<file path="src/rtl/vreg_rd_arbiter.sv">
// vreg_rd_arbiter: round-robin arbiter and sequencer for the shared read port
// of the V16..V23 vector-register mux. A single grant per cycle drives the mux
// select, and the returned vector is captured into a response register that is
// handed to the consumer with a valid/ready handshake tagged by requester ID.
module vreg_rd_arbiter #(
    parameter int N   = 4,
    parameter int I   = 20,
    parameter int L   = 8,
    parameter int IDW = $clog2(N)
) (
    input  logic               clk,
    input  logic               rst,
    input  logic [N-1:0]       req_valid,
    input  logic [N*5-1:0]     req_addr,
    output logic [N-1:0]       req_ready,
    output logic [4:0]         rf_sel,
    input  logic [I*L-1:0]     rf_data,
    output logic               rsp_valid,
    input  logic               rsp_ready,
    output logic [IDW-1:0]     rsp_id,
    output logic               rsp_err,
    output logic [I*L-1:0]     rsp_data
);

    localparam logic [0:0] ST_IDLE = 1'b0;
    localparam logic [0:0] ST_HOLD = 1'b1;

    // Round-robin pick: returns {found, index} of the first valid requester
    // scanning p, p+1, ... mod N. Scanning from the far end lets the nearest
    // valid requester overwrite the result last.
    function automatic logic [IDW:0] rr_pick(input logic [N-1:0] v,
                                             input logic [IDW-1:0] p);
        logic [IDW:0]   r;
        logic [IDW-1:0] ix;
        int             idx;
        r = '0;
        for (int k = N - 1; k >= 0; k--) begin
            idx = (int'(p) + k) % N;
            ix  = IDW'(idx);
            if (v[ix]) begin
                r = {1'b1, ix};
            end else begin
                r = r;
            end
        end
        return r;
    endfunction

    logic [0:0]     state_q, state_d;
    logic [IDW-1:0] ptr_q, ptr_d;
    logic           rsp_valid_q, rsp_valid_d;
    logic [IDW-1:0] rsp_id_q, rsp_id_d;
    logic           rsp_err_q, rsp_err_d;
    logic [I*L-1:0] rsp_data_q, rsp_data_d;

    logic           can_issue_s;
    logic [IDW:0]   pick_s;
    logic           grant_s;
    logic [IDW-1:0] winner_s;
    logic [4:0]     addr_s;
    logic           illegal_s;

    // Arbitration: choose the winner and drive the grant and mux select.
    // Grants are suppressed during reset and while a held response is stalled.
    always_comb begin
        can_issue_s = (state_q == ST_IDLE) | rsp_ready;
        pick_s      = rr_pick(req_valid, ptr_q);
        winner_s    = pick_s[IDW-1:0];
        grant_s     = ~rst & can_issue_s & pick_s[IDW];
        addr_s      = req_addr[int'(winner_s)*5 +: 5];
        // Legal window is 5'b10000..5'b10111.
        illegal_s   = (addr_s[4:3] != 2'b10);
        if (grant_s) begin
            req_ready = {{(N-1){1'b0}}, 1'b1} << winner_s;
            rf_sel    = addr_s;
        end else begin
            req_ready = '0;
            rf_sel    = 5'b00000;
        end
    end

    // Next-state logic: capture on a grant, retire on drain, otherwise hold.
    always_comb begin
        state_d     = state_q;
        ptr_d       = ptr_q;
        rsp_valid_d = rsp_valid_q;
        rsp_id_d    = rsp_id_q;
        rsp_err_d   = rsp_err_q;
        rsp_data_d  = rsp_data_q;
        if (grant_s) begin
            // A grant in HOLD implies the consumer drains this same edge,
            // so the new response simply replaces the old one.
            state_d     = ST_HOLD;
            rsp_valid_d = 1'b1;
            rsp_id_d    = winner_s;
            rsp_err_d   = illegal_s;
            rsp_data_d  = illegal_s ? '0 : rf_data;
            ptr_d       = (int'(winner_s) == N - 1) ? '0 : IDW'(int'(winner_s) + 1);
        end else begin
            case (state_q)
                ST_IDLE: begin
                    state_d     = ST_IDLE;
                    rsp_valid_d = 1'b0;
                end
                ST_HOLD: begin
                    if (rsp_ready) begin
                        // Payload fields keep their last values after drain.
                        state_d     = ST_IDLE;
                        rsp_valid_d = 1'b0;
                    end else begin
                        state_d     = ST_HOLD;
                        rsp_valid_d = 1'b1;
                    end
                end
                default: begin
                    state_d     = ST_IDLE;
                    rsp_valid_d = 1'b0;
                end
            endcase
        end
    end

    // State and response registers with synchronous active-high reset.
    always_ff @(posedge clk) begin
        if (rst) begin
            state_q     <= ST_IDLE;
            ptr_q       <= '0;
            rsp_valid_q <= 1'b0;
            rsp_id_q    <= '0;
            rsp_err_q   <= 1'b0;
            rsp_data_q  <= '0;
        end else begin
            state_q     <= state_d;
            ptr_q       <= ptr_d;
            rsp_valid_q <= rsp_valid_d;
            rsp_id_q    <= rsp_id_d;
            rsp_err_q   <= rsp_err_d;
            rsp_data_q  <= rsp_data_d;
        end
    end

    assign rsp_valid = rsp_valid_q;
    assign rsp_id    = rsp_id_q;
    assign rsp_err   = rsp_err_q;
    assign rsp_data  = rsp_data_q;

endmodule

</file>
<file path="config.mk">
export PLATFORM = sky130hd
export DESIGN_NAME = vreg_rd_arbiter
export DESIGN_NICKNAME = d
export VERILOG_FILES = /design/src/rtl/vreg_rd_arbiter.sv
export SDC_FILE = /design/constraint.sdc
export NUM_CORES = 1
export LEC_CHECK = 0
export CAP_MARGIN = 20
export CORE_MARGIN = 5
export CORE_UTILIZATION = 30
export DETAILED_ROUTE_END_ITERATION = 12
export PLACE_DENSITY = 0.72
export SYNTH_ARGS = -nofsm -noshare
export SYNTH_HDL_FRONTEND = slang
export SYNTH_SLANG_ARGS = --single-unit
</file>
<file path="constraint.sdc">
create_clock -name clk -period 2.65 [get_ports clk]
set_input_delay 0.53 -clock clk [delete_from_list [all_inputs] [get_ports clk]]
set_output_delay 0.53 -clock clk [all_outputs]
set_load 0.005 [all_outputs]
</file>
==> results of run 1 <==
[final cells by class]
type	count	area (µm²)
Clock buffer	18	429
Inverter	4	22.5
Multi-Input combinational cell	235	2020
Clock inverter	13	111
Timing Repair Buffer	428	4250
Sequential cell	166	3330
Fill cell	1523	7450
Tap cell	229	287
[sequential cells by signal (all words and copies together), names as in the netlist]
| register | flops |
|---|---|
| rsp_data | 160 |
| ptr_q | 2 |
| rsp_id | 2 |
| rsp_err | 1 |
| rsp_valid | 1 |
[metrics by stage]
stage / util (%) / TNS, ps
detailed placement: 54.3 / -112640
global placement: 54.3 / -105640
global route: 58.4 / -1210
CTS: 58.1 / -383
finish: 58.4 / -474
floorplan: - / 0
[cell usage in the layout (no fill, tap or decap), types with 2 or more instances in the layout]
cell type / count
clkdlybuf4s50_1: 346
inv_1: 2
and3_4: 3
nor2_1: 6
a21oi_1: 5
nor2b_4: 3
dfxtp_1: 164
and2_1: 5
a22o_1: 160
nand3_1: 2
nand2_2: 3
nor4_1: 2
buf_6: 9
nand2_1: 17
clkinv_4: 3
clkdlybuf4s15_2: 2
clkinvlp_4: 4
buf_4: 46
buf_12: 13
a311oi_2: 3
ha_2: 2
inv_6: 6
clkbuf_16: 17
buf_2: 12
[path summary, 6_finish.rpt]
path	startpoint	to	slack [ps]	cells after the start
max reg2reg	ptr_q[0]$_SDFFE_PP0P_	rsp_err$_SDFFE_PP0P_	-40	14
min reg2reg	rsp_id[1]$_SDFFE_PP0P_	rsp_id[1]$_SDFFE_PP0P_	460	2
min	rsp_id[1]$_SDFFE_PP0P_	rsp_id[1]$_SDFFE_PP0P_	460	2
max	req_valid[3]	rf_sel[0]	-110	9
[timing repair]
| item | in CTS | in global routing |
|---|---|---|
| gates resized for setup | 78 | 13 |
| setup buffers | 12 | 1 |
| pin swaps | 11 | 2 |
| cloned | 1 | 0 |
| endpoints found under the setup margin | 169 | 170 |
[report_power, final]
part | switching [W] | total, W | internal (W)
sequential | 0.000125 | 0.00284 | 0.00272
clock | 0.00108 | 0.00230 | 0.00122
combinational | 0.000552 | 0.00158 | 0.00103
total | 0.00175 | 0.00673 | 0.00497
[cells by family after synthesis]
logic type / synth area share, %
simple gates: 4.39
mux: 0.184
compound gates: 29.1
flops: 61.0
fa+ha+maj: 0.919
buf+inv: 4.39
[Yosys cell counts]
master / instances
dfxtp_1: 166
a22o_1: 160
nand2_1: 20
clkbuf_1: 19
buf_6: 10
nor2_1: 8
a21oi_1: 6
and2_1: 6
buf_2: 5
a311oi_1: 4
ha_1: 4
nor2b_1: 4
and3_1: 3
inv_1: 3
buf_4: 2
nand3_1: 2
nor4_1: 2
a2111oi_4: 1
a211o_1: 1
a211oi_1: 1
a211oi_2: 1
a21bo_2: 1
a21boi_1: 1
a21o_1: 1
a221oi_1: 1
a32o_1: 1
a32oi_1: 1
clkinv_1: 1
mux2i_1: 1
nor3_1: 1
nor3b_1: 1
o21bai_1: 1
or4_1: 1
or4b_1: 1
[worst max-delay path, cell delays in order]
cell	delay (ps)
clkdlybuf4s15_2	240
nor2b_4	50
or4b_4	530
and2_4	220
clkinv_4	80
nand2_1	50
and3_4	170
a311oi_2	180
buf_2	160
[layer usage]
metal / wire length (µm) / vias up / global-route usage (%)
met3: 1970 / 24 / 7.30
met1: 7430 / 2479 / 18.8
met4: 437 / 0 / 6.04
met5: 0 / - / 0
li1: - / 2506 / -
met2: 9920 / 240 / 30.8
==> out/metrics.yaml, run 1 <==
status: "complete, but fails checks"
violations: "negative setup slack"
setup_ws_ps: -111
ys_ff_latch: 166
die_area_um2: 20900
diodes: 0
cts_tree: "done"
pre_cts_ws_ps: -945
die_width_um: 145
p_per_area_nw_per_um2: 644
worstPathArrival_ps: 2230
fmax_ghz: 0.362
dr.pass1.iters: 4
grt-ovfl-total: 0
design.core.area_um2: 17900
io_buffers: 359
grtUsageTotal_pct: 17.5
root_buffer: "clkbuf_16"
synth-seq-area-share_pct: 61.0
fin_crit_sh_pct: 104
drive_gt1_share_pct: 16.7
yosys.area.top_type: "dfxtp_1"
ant_nets: 0
drv_cap: 0
die_y_um: 145
start_util_pct: 30.4
clk_latency_ps: 420
ios: 360
cp-end-kind: "output port"
drcViolationCount: 0
grt_pass1_vias: 5309
cts_buffer_depth: 2
drt_iter0_drc: 186
ys_warn_count: 0
cts-hold-fix-buffers: 0
cts.reportedPaths.clkPinSlew_ps: 60
grt_pass1_wl_um: 28400
syn-num-nets: 632
hp-class: "reg2reg"
hold_violations: 0
grt_max_degree: 30
vias: 5249
cts.sinks: 166
syn-cell-area_um2: 5440
cp-start-kind: "input port"
crit_type: "in2out"
grt_antenna_before_repair: 0
cts_max_level: 4
synthTopCellsByArea: "dfxtp_1, a22o_1, buf_6"
netlist_instances: 441
row_count: 49
design_area_um2: 10400
routedWlPerCell_um: 18.1
syn-mean-instance-area_um2: 12.3
fin_nets: 1043
rsz0062_at_grt: "true"
max-slew-margin-rel_pct: 63.7
cp_data_required_time_ps: 2120
ys_types: 34
finalPower_w: 0.00673
gp_congestion: 0.862
whs_ps: 457
place_inst: 1050
drv_slew: 0
viasPerCell: 4.80
p_leak_nw: 4.12
worstMarginPinSlew_ps: 539
critPathMaxFanout: 6
skew_ps: 8.15
finalCriticalPeriod_ps: 2760
postPlaceCellArea_um2: 9730
area_growth_pct: 91.9
irDropWorstVdd_mv: 0.470
setup_viol: 10
wl_um: 19700
cts_buffers: 17
dpl.hpwl_um: 15200
fin_cells: 1093
synth_top_area_share_pct: 61.0
Note: power is estimated with default switching activity, not from simulation.
==> run 2, diff against run 1 <==
CAP_MARGIN = 40   (was 20)
SLEW_MARGIN = 20   (was not set)
==> results of run 2 <==
Final layout, timing and power as in run 1 (identical DEF).
==> RTL edit, RTL diff (settings of run 1) <==
Set the parameter `L` to 4 (it was 8).
--- a/src/rtl/vreg_rd_arbiter.sv
+++ b/src/rtl/vreg_rd_arbiter.sv
@@ -6,5 +6,5 @@
     parameter int N   = 4,
     parameter int I   = 20,
-    parameter int L   = 8,
+    parameter int L   = 4,
     parameter int IDW = $clog2(N)
 ) (
Interface: changed (resized rf_data and rsp_data); port bits go from 360 to 200. No check against the original RTL was run, so the function may have changed too.
==> RTL edit against run 1 <==
- the flow still finishes with violations (setup timing)
- synthesized area down 23%
- via count down 23%
- non-clock buffer count down 195
- routed wire length down 33%
- global-route usage down 1.6 points
- utilization down 7.8 points
- design area down 33%
- power down 38%
- sequential cell count down 80
- worst setup slack better by 0.062 ns
- die area down 22%
- sequential power down 48%
==> RTL edit: results (changes against run 1) <==
[cells_and_area]
clkbuf_count = 10  ; -8
drive_above_1_share = 0.227  ; +0.0601
nets = 763  ; -27%
clkCellAreaFrac = 0.0444  ; -0.00732
multi_input_area_share = 0.298  ; +0.105
final_cells = 837  ; -23%
nFillCells = 1245  ; -18%
n_all_buffers = 233  ; -46%
largest_reg_flops = 80  ; -50%
buf_share = 0.330  ; -0.0774
inv_count = 87  ; +83
register_area_mm2 = 0.00173  ; -48%

[place]
placed_area_mm2 = 0.00652  ; -33%
placed_cells = 816  ; -22%
dp.final_hpwl_um = 9380  ; -38%
gp_congestion = 0.912  ; +5.9%
place_ws_ns = -0.880  ; +0.0643 ns

[synthesis]
ys_types = 32  ; -5.9%
ys_top_cells_by_area = dfxtp_1 41%, o41ai_2 24%, nand2_1 8.6%
yosys_register_bits = 86  ; -48%
synth_cells = 448  ; +1.6%
syn-num-nets = 559  ; -12%

[sta]
worstMarginPinSlew_ns = 0.628  ; +0.0890 ns
setup_viol = 2  ; -8
skew_ns = 0.00644  ; -0.00171 ns
setup_ws_ns = -0.0486  ; +0.0619 ns

[worst_setup_path]
cpPeakStageDelay_ns = 0.55  ; +0.02 ns
r2r_cells = 9  ; -5
regToRegSetupSlack_ns = 0.10  ; +0.14 ns

[floorplanning]
fp.coreArea_mm2 = 0.0138  ; -23%

[power_and_ir_drop]
p_leak_nw = 3.06  ; -26%
intPower_w = 0.00283  ; -43%

[global_route]
grt_usage = 0.158  ; -0.0164
grt_pass1_vias = 4258  ; -20%
grt_pass1_wl_um = 21400  ; -25%

[clock_tree]
insertion_delay_ns = 0.34  ; -0.08 ns
cts_setup_buffers = 4  ; -8
cts.repair.resized = 65  ; -17%

[routing]
wl_per_cell_um = 15.7  ; -13%
vias = 4038  ; -23%
drt_iter0_markers = 200  ; +7.5%

[worst_hold_path]
holdPathEnd = rsp_data[5]

[status]
status = finished with violations
violations = setup timing

[RTL edit: cell types whose count changed after synthesis, sizes merged, moves of 3 or more]
cell and change:
o41ai +80, and3 -3, a22o -160, inv +84
nand3 +3, nor2 +3, nand2 +76, buf +6
and2 -5, dfxtp -80
[RTL edit: logic make-up (layout without fill, tap and decap cells)]
group / after synthesis / in the layout / synth area share
AO/OA/AOI/OAI: 105 / 105 / 0.327
AND/OR/NAND/NOR: 126 / 126 / 0.125
adder cells (fa/ha/maj): 4 / 4 / 0.0120
flip-flops: 86 / 86 / 0.412
buffers and inverters: 127 / 336 / 0.125
[RTL edit: power groups by stage]
stage               Sequential (W)  Combinational [W]  Clock [W]
finish                     0.00148            0.00137    0.00129
global route               0.00150            0.00148    0.00139
CTS                        0.00148            0.00135    0.00133
detailed placement         0.00151            0.00129          0
global placement           0.00150            0.00126          0
floorplan                  0.00151           0.000699          0
[RTL edit: critical path, delay by kind of cell]
kind,cells,cell delay [ns]
buffers and inverters,3,0.36
AND/OR/NAND/NOR,3,0.84
AO/OA/AOI/OAI,2,0.44
[RTL edit: worst max path at each step]
| stage | from | endpoint | depth (start not counted) |
|---|---|---|---|
| final | req_valid[0] | rf_sel[3] | 8 |
| after global routing | ptr_q[0] | rf_sel[3] | 7 |
| after CTS | ptr_q[0] | rf_sel[3] | 7 |
| after detailed placement | req_valid[3] | rf_sel[3] | 8 |
| after global placement | req_valid[3] | rf_sel[3] | 8 |
| after floorplan | req_valid[0] | rf_sel[3] | 7 |
[RTL edit: routing by layer]
metal | routed length [um] | GRT usage
met2 | 6570 | 0.273
met3 | 1140 | 0.0588
met4 | 157 | 0.0393
met5 | 0 | 0
met1 | 5300 | 0.186
